## config.mk

```make
export PLATFORM = sky130hd
export DESIGN_NAME = ifu_fetch
export DESIGN_NICKNAME = d
export VERILOG_FILES = /design/src/rtl/ifu_fetch_pkg.sv /design/src/rtl/ifu_fetch.sv
export SDC_FILE = /design/constraint.sdc
export NUM_CORES = 1
export LEC_CHECK = 0
export BUFFER_PORTS_ARGS = -buffer_cell sky130_fd_sc_hd__buf_2
export CAP_MARGIN = 25
export CORE_ASPECT_RATIO = 1.25
export CORE_MARGIN = 2
export CORE_UTILIZATION = 46
export DETAILED_ROUTE_END_ITERATION = 7
export PLACE_DENSITY = 0.85
export SYNTH_ARGS = -nofsm -noshare
export SYNTH_HDL_FRONTEND = slang
export SYNTH_SLANG_ARGS = --single-unit
```

## constraint.sdc

```tcl
create_clock -name clk -period 4.1 [get_ports clk]
set_input_delay 0.615 -clock clk [delete_from_list [all_inputs] [get_ports clk]]
set_output_delay 0.615 -clock clk [all_outputs]
set_load 0.005 [all_outputs]
```

## src/rtl/ifu_fetch_pkg.sv

```systemverilog
// Shared definitions for the instruction fetch unit: enable levels,
// FSM state encoding, default NOP and the jump-target alignment helper.
package ifu_fetch_pkg;

  localparam logic ENABLE  = 1'b1;
  localparam logic DISABLE = 1'b0;

  // addi x0, x0, 0
  localparam logic [31:0] NOP_INST_DEFAULT = 32'h0000_0013;

  typedef enum logic [2:0] {
    ST_IDLE = 3'd0,
    ST_REQ  = 3'd1,
    ST_WAIT = 3'd2,
    ST_DROP = 3'd3,
    ST_OUT  = 3'd4
  } state_e;

  // Fetch addresses are always word aligned.
  function automatic logic [31:0] align_word(input logic [31:0] addr);
    return {addr[31:2], 2'b00};
  endfunction

endpackage

```

## src/rtl/ifu_fetch.sv

```systemverilog
// Instruction fetch unit: owns the PC, issues one outstanding fetch at a
// time and presents the fetched instruction to IF/ID with valid/ready.
// A jump redirects the PC and discards any old-path instruction.
module ifu_fetch
  import ifu_fetch_pkg::*;
#(
  parameter logic [31:0] RESET_PC = 32'h0000_0000,
  parameter logic [31:0] NOP_INST = NOP_INST_DEFAULT
) (
  input  logic        clk,
  input  logic        rst,
  input  logic        cu2pc_jump_en_i,
  input  logic [31:0] ex2pc_jump_addr_i,
  output logic        ifu2mem_req_o,
  output logic [31:0] ifu2mem_addr_o,
  input  logic        mem2ifu_gnt_i,
  input  logic        mem2ifu_rvalid_i,
  input  logic [31:0] mem2ifu_rdata_i,
  output logic        ifu2id_valid_o,
  output logic [31:0] ifu2id_pc_o,
  output logic [31:0] ifu2id_inst_o,
  input  logic        id2ifu_ready_i
);

  state_e      state_q,    state_d;
  logic [31:0] pc_q,       pc_d;
  logic [31:0] fetch_pc_q, fetch_pc_d;
  logic        valid_q,    valid_d;
  logic [31:0] out_pc_q,   out_pc_d;
  logic [31:0] inst_q,     inst_d;

  logic        jump;
  logic [31:0] target;

  // Next-state logic. A jump always reloads the PC; the state case only
  // decides where the FSM goes and whether old-path data is kept.
  always_comb begin
    state_d    = state_q;
    pc_d       = pc_q;
    fetch_pc_d = fetch_pc_q;
    valid_d    = valid_q;
    out_pc_d   = out_pc_q;
    inst_d     = inst_q;

    jump   = (cu2pc_jump_en_i == ENABLE);
    target = align_word(ex2pc_jump_addr_i);

    if (jump) begin
      pc_d = target;
    end

    unique case (state_q)
      ST_IDLE: begin
        state_d = ST_REQ;
      end
      ST_REQ: begin
        if (mem2ifu_gnt_i) begin
          if (jump) begin
            // Granted request belongs to the old path: wait out its response.
            state_d = ST_DROP;
          end else begin
            fetch_pc_d = pc_q;
            pc_d       = pc_q + 32'd4;
            state_d    = ST_WAIT;
          end
        end
      end
      ST_WAIT: begin
        if (jump) begin
          state_d = mem2ifu_rvalid_i ? ST_REQ : ST_DROP;
        end else if (mem2ifu_rvalid_i) begin
          valid_d  = 1'b1;
          out_pc_d = fetch_pc_q;
          inst_d   = mem2ifu_rdata_i;
          state_d  = ST_OUT;
        end
      end
      ST_DROP: begin
        if (mem2ifu_rvalid_i) begin
          state_d = ST_REQ;
        end
      end
      ST_OUT: begin
        // A jump cancels the hand-over even if ready is high.
        if (jump || id2ifu_ready_i) begin
          valid_d = 1'b0;
          inst_d  = NOP_INST;
          state_d = ST_REQ;
        end
      end
      default: begin
        state_d = ST_IDLE;
      end
    endcase
  end

  // State, PC and IF/ID output registers with asynchronous reset.
  always_ff @(posedge clk or posedge rst) begin
    if (rst) begin
      state_q    <= ST_IDLE;
      pc_q       <= RESET_PC;
      fetch_pc_q <= RESET_PC;
      valid_q    <= 1'b0;
      out_pc_q   <= '0;
      inst_q     <= NOP_INST;
    end else begin
      state_q    <= state_d;
      pc_q       <= pc_d;
      fetch_pc_q <= fetch_pc_d;
      valid_q    <= valid_d;
      out_pc_q   <= out_pc_d;
      inst_q     <= inst_d;
    end
  end

  assign ifu2mem_req_o  = (state_q == ST_REQ);
  assign ifu2mem_addr_o = pc_q;
  assign ifu2id_valid_o = valid_q;
  assign ifu2id_pc_o    = out_pc_q;
  assign ifu2id_inst_o  = inst_q;

endmodule

```

==> results.json, run 1 <==
{
  "status": "complete, no violations",
  "clockBufferDepth": 2,
  "clk_latency_ns": 0.41,
  "rrSetupSlack_ns": 1.54,
  "numCtsBuffers": 17,
  "cts_max_level": 4,
  "yosysTopAreaCell": "dfrtp_1",
  "hold_viol_final": 0,
  "startpoint_type": "register",
  "rows": 44,
  "yosysUniqueCellTypes": 43,
  "viasPerCell": 5.28,
  "yosys-top-cells-area": "dfrtp_1 (58%), nand2_1 (7.9%), mux2_2 (6.9%)",
  "antenna_found_initial": 0,
  "cts_sinks": 132,
  "cpPeakStageDelay_ns": 0.79,
  "core_sq_um": 11700,
  "post_cts_buffers": 0,
  "multi_input_area_sq_um": 2110,
  "port-buffer-count": 165,
  "cp.buffers_inverters": 0,
  "period_needed_ns": 2.56,
  "synth.net_count": 563,
  "path_class": "reg -> reg",
  "wl_per_cell_um": 16.4,
  "synth_area_per_cell_sq_um": 11.3,
  "rsz0062_at_grt": "false",
  "cp.arrival_ns": 2.89,
  "synth-async-reset-ratio_pct": 100,
  "synth-edff-count": 0,
  "power.density_nw_per_um2": 623,
  "fin_crit_sh_pct": 62.4,
  "drv_slew": 0,
  "drt_iter0_markers": 264,
  "tightestPinTransition_ns": 1.02,
  "synth_seq_cells": 132,
  "drtPass1Iterations": 4,
  "fin_nets": 727,
  "drc": 0,
  "required_ns": 4.43,
  "netlist_instances": 492,
  "rr_worst_depth": 4,
  "clk_pin_slew_ns": 0.06,
  "grt_pass1_wl_um": 21800,
  "fillers": 984,
  "netlist.area_leader.share_pct": 58.2,
  "num_vias": 4379,
  "cp-end-kind": "register",
  "die_w_um": 102,
  "clock.fmax_mhz": 391,
  "p_leak_nw": 3.63,
  "syn_to_final_growth_pct": 28.3,
  "setup_viol": 0,
  "worst_slack_ns": 1.54,
  "dpl_worst_slack_ns": 1.43,
  "dieArea_sq_um": 13000,
  "r2r-start": "state_q[1]$_DFFE_PP0P_",
  "crit_top_cell": "or4_1",
  "path_delay_family": "simple AND/OR/NAND/NOR gates",
  "cts-hold-fix-buffers": 0,
  "synth_ff_type": "dfrtp_1",
  "peakVddDrop_mv": 0.303,
  "ys_seq_area_share_pct": 59.6,
  "relSlewSlack_pct": 31.6,
  "cp_max_fo": 9,
  "gp_congestion": 0.831,
  "maxCapViolations": 0,
  "setup_tns_ns": 0,
  "cts-root-buf": "clkbuf_16",
  "io_pins": 168,
  "die_h_um": 127,
  "grt_pass1_vias": 4317,
  "hold_path_class": "in -> async",
  "cts_resized": 0,
  "grtUsageTotal_pct": 21.8,
  "synthesis.area_sq_um": 5540,
  "yosys_warnings": 0,
  "initial_core_util_pct": 47.5,
  "fin_skew_ns": 0.0112,
  "antenna_left": 0,
  "overflow": 0,
  "cts_tree": "done",
  "r2r_end": "ifu2mem_addr_o[23]$_DFF_PP0_",
  "drive_above_1_share_pct": 36.2,
  "grt_max_degree": 88,
  "n_antenna_cell": 0,
  "drt-total-wl_um": 13600,
  "crit_slowest_cell": "or4_1",
  "dp_hpwl_um": 9580,
  "seqCellArea_sq_um": 3310,
  "path_cells": "nand4bb_1, or4_1, or4_1, a31oi_1"
}
[synth_stat cells, types with 2 or more instances]
master    instances
dfrtp_1         129
nand2_1         116
mux2_2           34
a22o_1           29
mux2i_1          25
clkbuf_1         22
o21ai_0          16
nor2_1           13
nand3_1          12
nand4_1          12
a31oi_1           7
nor3_1            7
xnor2_1           7
and3_1            6
inv_1             6
or4_1             5
o22a_1            4
or3_1             4
buf_2             3
dfstp_2           3
nand4b_1          3
and2_1            2
and4_1            2
nand2b_1          2
nand3b_1          2
nor2b_1           2
nor4_1            2
xor2_1            2
[flip-flops by register name, summed over array words and instances, names as in the netlist]
signal	count
ifu2id_pc_o	32
ifu2id_valid_o	1
ifu2id_inst_o	32
state_q	3
fetch_pc_q	32
ifu2mem_addr_o	32
[metal layers]
layer	wire length [um]	vias up	track usage [%]
met5	0	-	0
met4	162	0	6.67
met3	883	16	6.17
met2	6780	166	35.7
met1	5800	2134	27.9
li1	-	2063	-
[kinds of logic (layout without fill, tap and decap cells)]
family | after synthesis | in the layout | share of synthesized area [%]
and+or+nand+nor | 195 | 195 | 16.4
buffers and inverters | 33 | 210 | 2.44
adders and majority gates | 1 | 1 | 0.226
xor gates and xnor gates | 9 | 9 | 1.42
AOI/OAI and AO/OA | 63 | 63 | 8.42
muxes | 59 | 59 | 11.4
DFF | 132 | 132 | 59.6
[worst register-to-register path, stage by stage, from the launching register on]
cell and delay (ns):
dfrtp_1 0.46, nand4bb_1 0.52, or4_1 0.79, or4_1 0.52
a31oi_1 0.19
[layout make-up]
type,count,area share (%)
sequential,132,46.5
multi-input combinational,327,29.7
timing repair buffer,172,12.7
clock buffer,22,6.38
tap,161,2.83
clock inverter,10,1.51
inverter,6,0.369
[report_power, final]
| group | switching [W] | internal [W] |
|---|---|---|
| Sequential | 0.000278 | 0.00176 |
| Clock | 0.000529 | 0.000904 |
| Combinational | 0.000425 | 0.000535 |
| Total | 0.00123 | 0.00320 |
[how the worst max path moves through the flow]
stage                                               to  cells after the start  slack (ns)                    from
after detailed placement  ifu2mem_addr_o[23]$_DFF_PP0_                      5        1.43           mem2ifu_gnt_i
after floorplan              fetch_pc_q[0]$_DFFE_PP0P_                      1        1.85                     rst
after global placement    ifu2mem_addr_o[23]$_DFF_PP0_                      5        1.47           mem2ifu_gnt_i
final                     ifu2mem_addr_o[23]$_DFF_PP0_                      4        1.54  state_q[1]$_DFFE_PP0P_
after CTS                 ifu2mem_addr_o[23]$_DFF_PP0_                      4        1.57  state_q[1]$_DFFE_PP0P_
after global routing      ifu2mem_addr_o[23]$_DFF_PP0_                      4        1.43  state_q[1]$_DFFE_PP0P_
[cell usage in the layout, fill, tap and decap left out, drive strengths merged, types with 6 or more instances in the layout]
cell | netlist | routed
a22o | 29 | 29
a31oi | 7 | 7
and3 | 6 | 6
buf | 5 | 172
clkbuf | 22 | 22
dfrtp | 129 | 129
mux2 | 34 | 34
mux2i | 25 | 25
nand2 | 116 | 116
nand3 | 12 | 12
nand4 | 12 | 12
nor2 | 13 | 13
nor3 | 7 | 7
o21ai | 16 | 16
xnor2 | 7 | 7
[stage by stage]
step                hold WS, ns  util, %  cell area [sq um]  cells  power (W)
finish                    0.106     61.0               7110    830    0.00443
floorplan                 0.435        -               5550    492    0.00252
detailed placement        0.451     56.0               6530    797    0.00302
global route              0.104     61.0               7110    830    0.00469
CTS                       0.404     60.8               7090    829    0.00448
global placement          0.446     56.0               6530    797    0.00295
Note: power is estimated with default switching activity, not from simulation.
==> run 2: changes to the inputs <==
--- a/config.mk
+++ b/config.mk
@@ -9,9 +9,9 @@
 export CAP_MARGIN = 25
 export CORE_ASPECT_RATIO = 1.25
 export CORE_MARGIN = 2
-export CORE_UTILIZATION = 46
+export CORE_UTILIZATION = 50
 export DETAILED_ROUTE_END_ITERATION = 7
-export PLACE_DENSITY = 0.85
+export PLACE_DENSITY = 0.87
 export SYNTH_ARGS = -nofsm -noshare
 export SYNTH_HDL_FRONTEND = slang
 export SYNTH_SLANG_ARGS = --single-unit
==> constraint.sdc (replaced) <==
create_clock -name clk -period 2.6 [get_ports clk]
set_input_delay 0.39 -clock clk [delete_from_list [all_inputs] [get_ports clk]]
set_output_delay 0.39 -clock clk [all_outputs]
set_load 0.005 [all_outputs]
==> run 2 against run 1 <==
Against the previous run: die area shrank 7.7%; count of clock-buffer cells in the layout grew 1; clock skew fell by 0.0011 ns; setup slack lost 1.1 ns; critical path depth did not move; combinational power up 59%; hold slack got worse by 0.0033 ns; utilization up 4.6 points; via count is 1.1% higher.
==> results.json, run 2 (synthesized netlist as in run 1, its figures left out) <==
{
  "fin_total_pwr_w": 0.00716,
  "p_leak_nw": 3.69,
  "fin_crit_sh_pct": 84.3,
  "cts_sinks": 132,
  "final_common_cell": "buf_2",
  "gp_congestion": 0.876,
  "layout_common_cells": "buf_2 (165), dfrtp_1 (129), nand2_1 (116)",
  "cts_max_level": 4,
  "wl_per_cell_um": 17.1,
  "cp-end-kind": "register",
  "fin_nets": 733,
  "overflow": 0,
  "dieArea_sq_um": 12000,
  "cp.arrival_ns": 2.52,
  "drtPass1Iterations": 4,
  "setup_viol": 0,
  "rows": 43,
  "crit_slowest_cell": "or4_1",
  "setup_tns_ns": 0,
  "post_cts_buffers": 0,
  "fin_skew_ns": 0.0102,
  "maxCapViolations": 0,
  "path_class": "reg -> reg",
  "grt_pass1_wl_um": 22300,
  "relSlewSlack_pct": 49.4,
  "grt_pass1_vias": 4621,
  "crit_top_cell": "or4_1",
  "fin_area_sq_um": 7190,
  "cp.buffers_inverters": 0,
  "clk_pin_slew_ns": 0.05,
  "cts_tree": "done",
  "drive_above_1_share_pct": 36.8,
  "drt-total-wl_um": 13900,
  "drc": 0,
  "antenna_found_initial": 0,
  "grt_max_degree": 44,
  "fillers": 849,
  "drv_slew": 0,
  "rsz0062_at_grt": "false",
  "drt_iter0_markers": 249,
  "tightestPinTransition_ns": 0.752,
  "peakVddDrop_mv": 0.526,
  "period_needed_ns": 2.19,
  "path_cells": "nand4bb_1, or4_1, or4_1, a31oi_1",
  "status": "complete, no violations",
  "numCtsBuffers": 17,
  "clock.fmax_mhz": 456,
  "dpl-instance-area_sq_um": 6590,
  "dp_cells": 778,
  "startpoint_type": "register",
  "die_h_um": 122,
  "dp_hpwl_um": 9670,
  "cts-hold-fix-buffers": 0,
  "hold_viol_final": 0,
  "cts_resized": 0,
  "required_ns": 2.93,
  "layout.cells.non_filler": 809,
  "cts-root-buf": "clkbuf_16",
  "port-buffer-count": 165,
  "num_vias": 4425,
  "seqCellArea_sq_um": 3310,
  "syn_to_final_growth_pct": 29.7,
  "die_w_um": 98.2,
  "core_sq_um": 11000,
  "grtUsageTotal_pct": 23.7,
  "clockBufferDepth": 2,
  "multi_input_area_sq_um": 2110,
  "n_antenna_cell": 0,
  "hold_path_class": "in -> async",
  "power.density_nw_per_um2": 996,
  "viasPerCell": 5.47,
  "cp_max_fo": 9,
  "cpPeakStageDelay_ns": 0.69,
  "initial_core_util_pct": 50.5,
  "path_delay_family": "simple AND/OR/NAND/NOR gates",
  "io_pins": 168,
  "antenna_left": 0,
  "clk_latency_ns": 0.41
}
[run 2: stage by stage]
| stage | setup slack (ns) | hold WS [ns] | utilization (%) |
|---|---|---|---|
| after floorplan | 0.463 | 0.435 | - |
| after global placement | 0.487 | 0.445 | 60.0 |
| after detailed placement | 0.440 | 0.452 | 60.0 |
| after CTS | 0.421 | 0.122 | 65.5 |
| after global routing | 0.302 | 0.159 | 65.5 |
| final | 0.409 | 0.102 | 65.5 |
[run 2: layer usage]
layer,track usage (%),up-vias,wire length [um]
met5,0,-,0
met4,10.8,0,359
met3,6.48,28,796
met2,40.2,146,7120
met1,28.4,2179,5590
li1,-,2072,-
[run 2: cell type report]
cell class / count / area share (%)
Sequential cell: 132 / 46.0
Multi-Input combinational cell: 327 / 29.4
Timing Repair Buffer: 178 / 13.5
Clock buffer: 23 / 6.64
Tap cell: 135 / 2.35
Clock inverter: 8 / 1.74
Inverter: 6 / 0.365
[run 2: path summary, 6_finish.rpt]
check,start,endpoint,slack (ns),cells past startpoint
worst max-delay path,state_q[1]$_DFFE_PP0P_,ifu2mem_addr_o[23]$_DFF_PP0_,0.41,4
worst min-delay path,rst,ifu2id_pc_o[8]$_DFFE_PP0P_,0.10,2
worst max register to register,state_q[1]$_DFFE_PP0P_,ifu2mem_addr_o[23]$_DFF_PP0_,0.41,4
worst min register to register,fetch_pc_q[27]$_DFFE_PP0P_,ifu2id_pc_o[27]$_DFFE_PP0P_,0.46,2
max in group asynchronous,rst,ifu2id_inst_o[0]$_DFFE_PP1P_,1.70,3
min in group clk,ex2pc_jump_addr_i[10],ifu2mem_addr_o[10]$_DFF_PP0_,0.19,3
[run 2: report_power, final]
| group | switching (W) | internal [W] |
|---|---|---|
| sequential | 0.000442 | 0.00277 |
| clock | 0.000840 | 0.00158 |
| combinational | 0.000671 | 0.000857 |
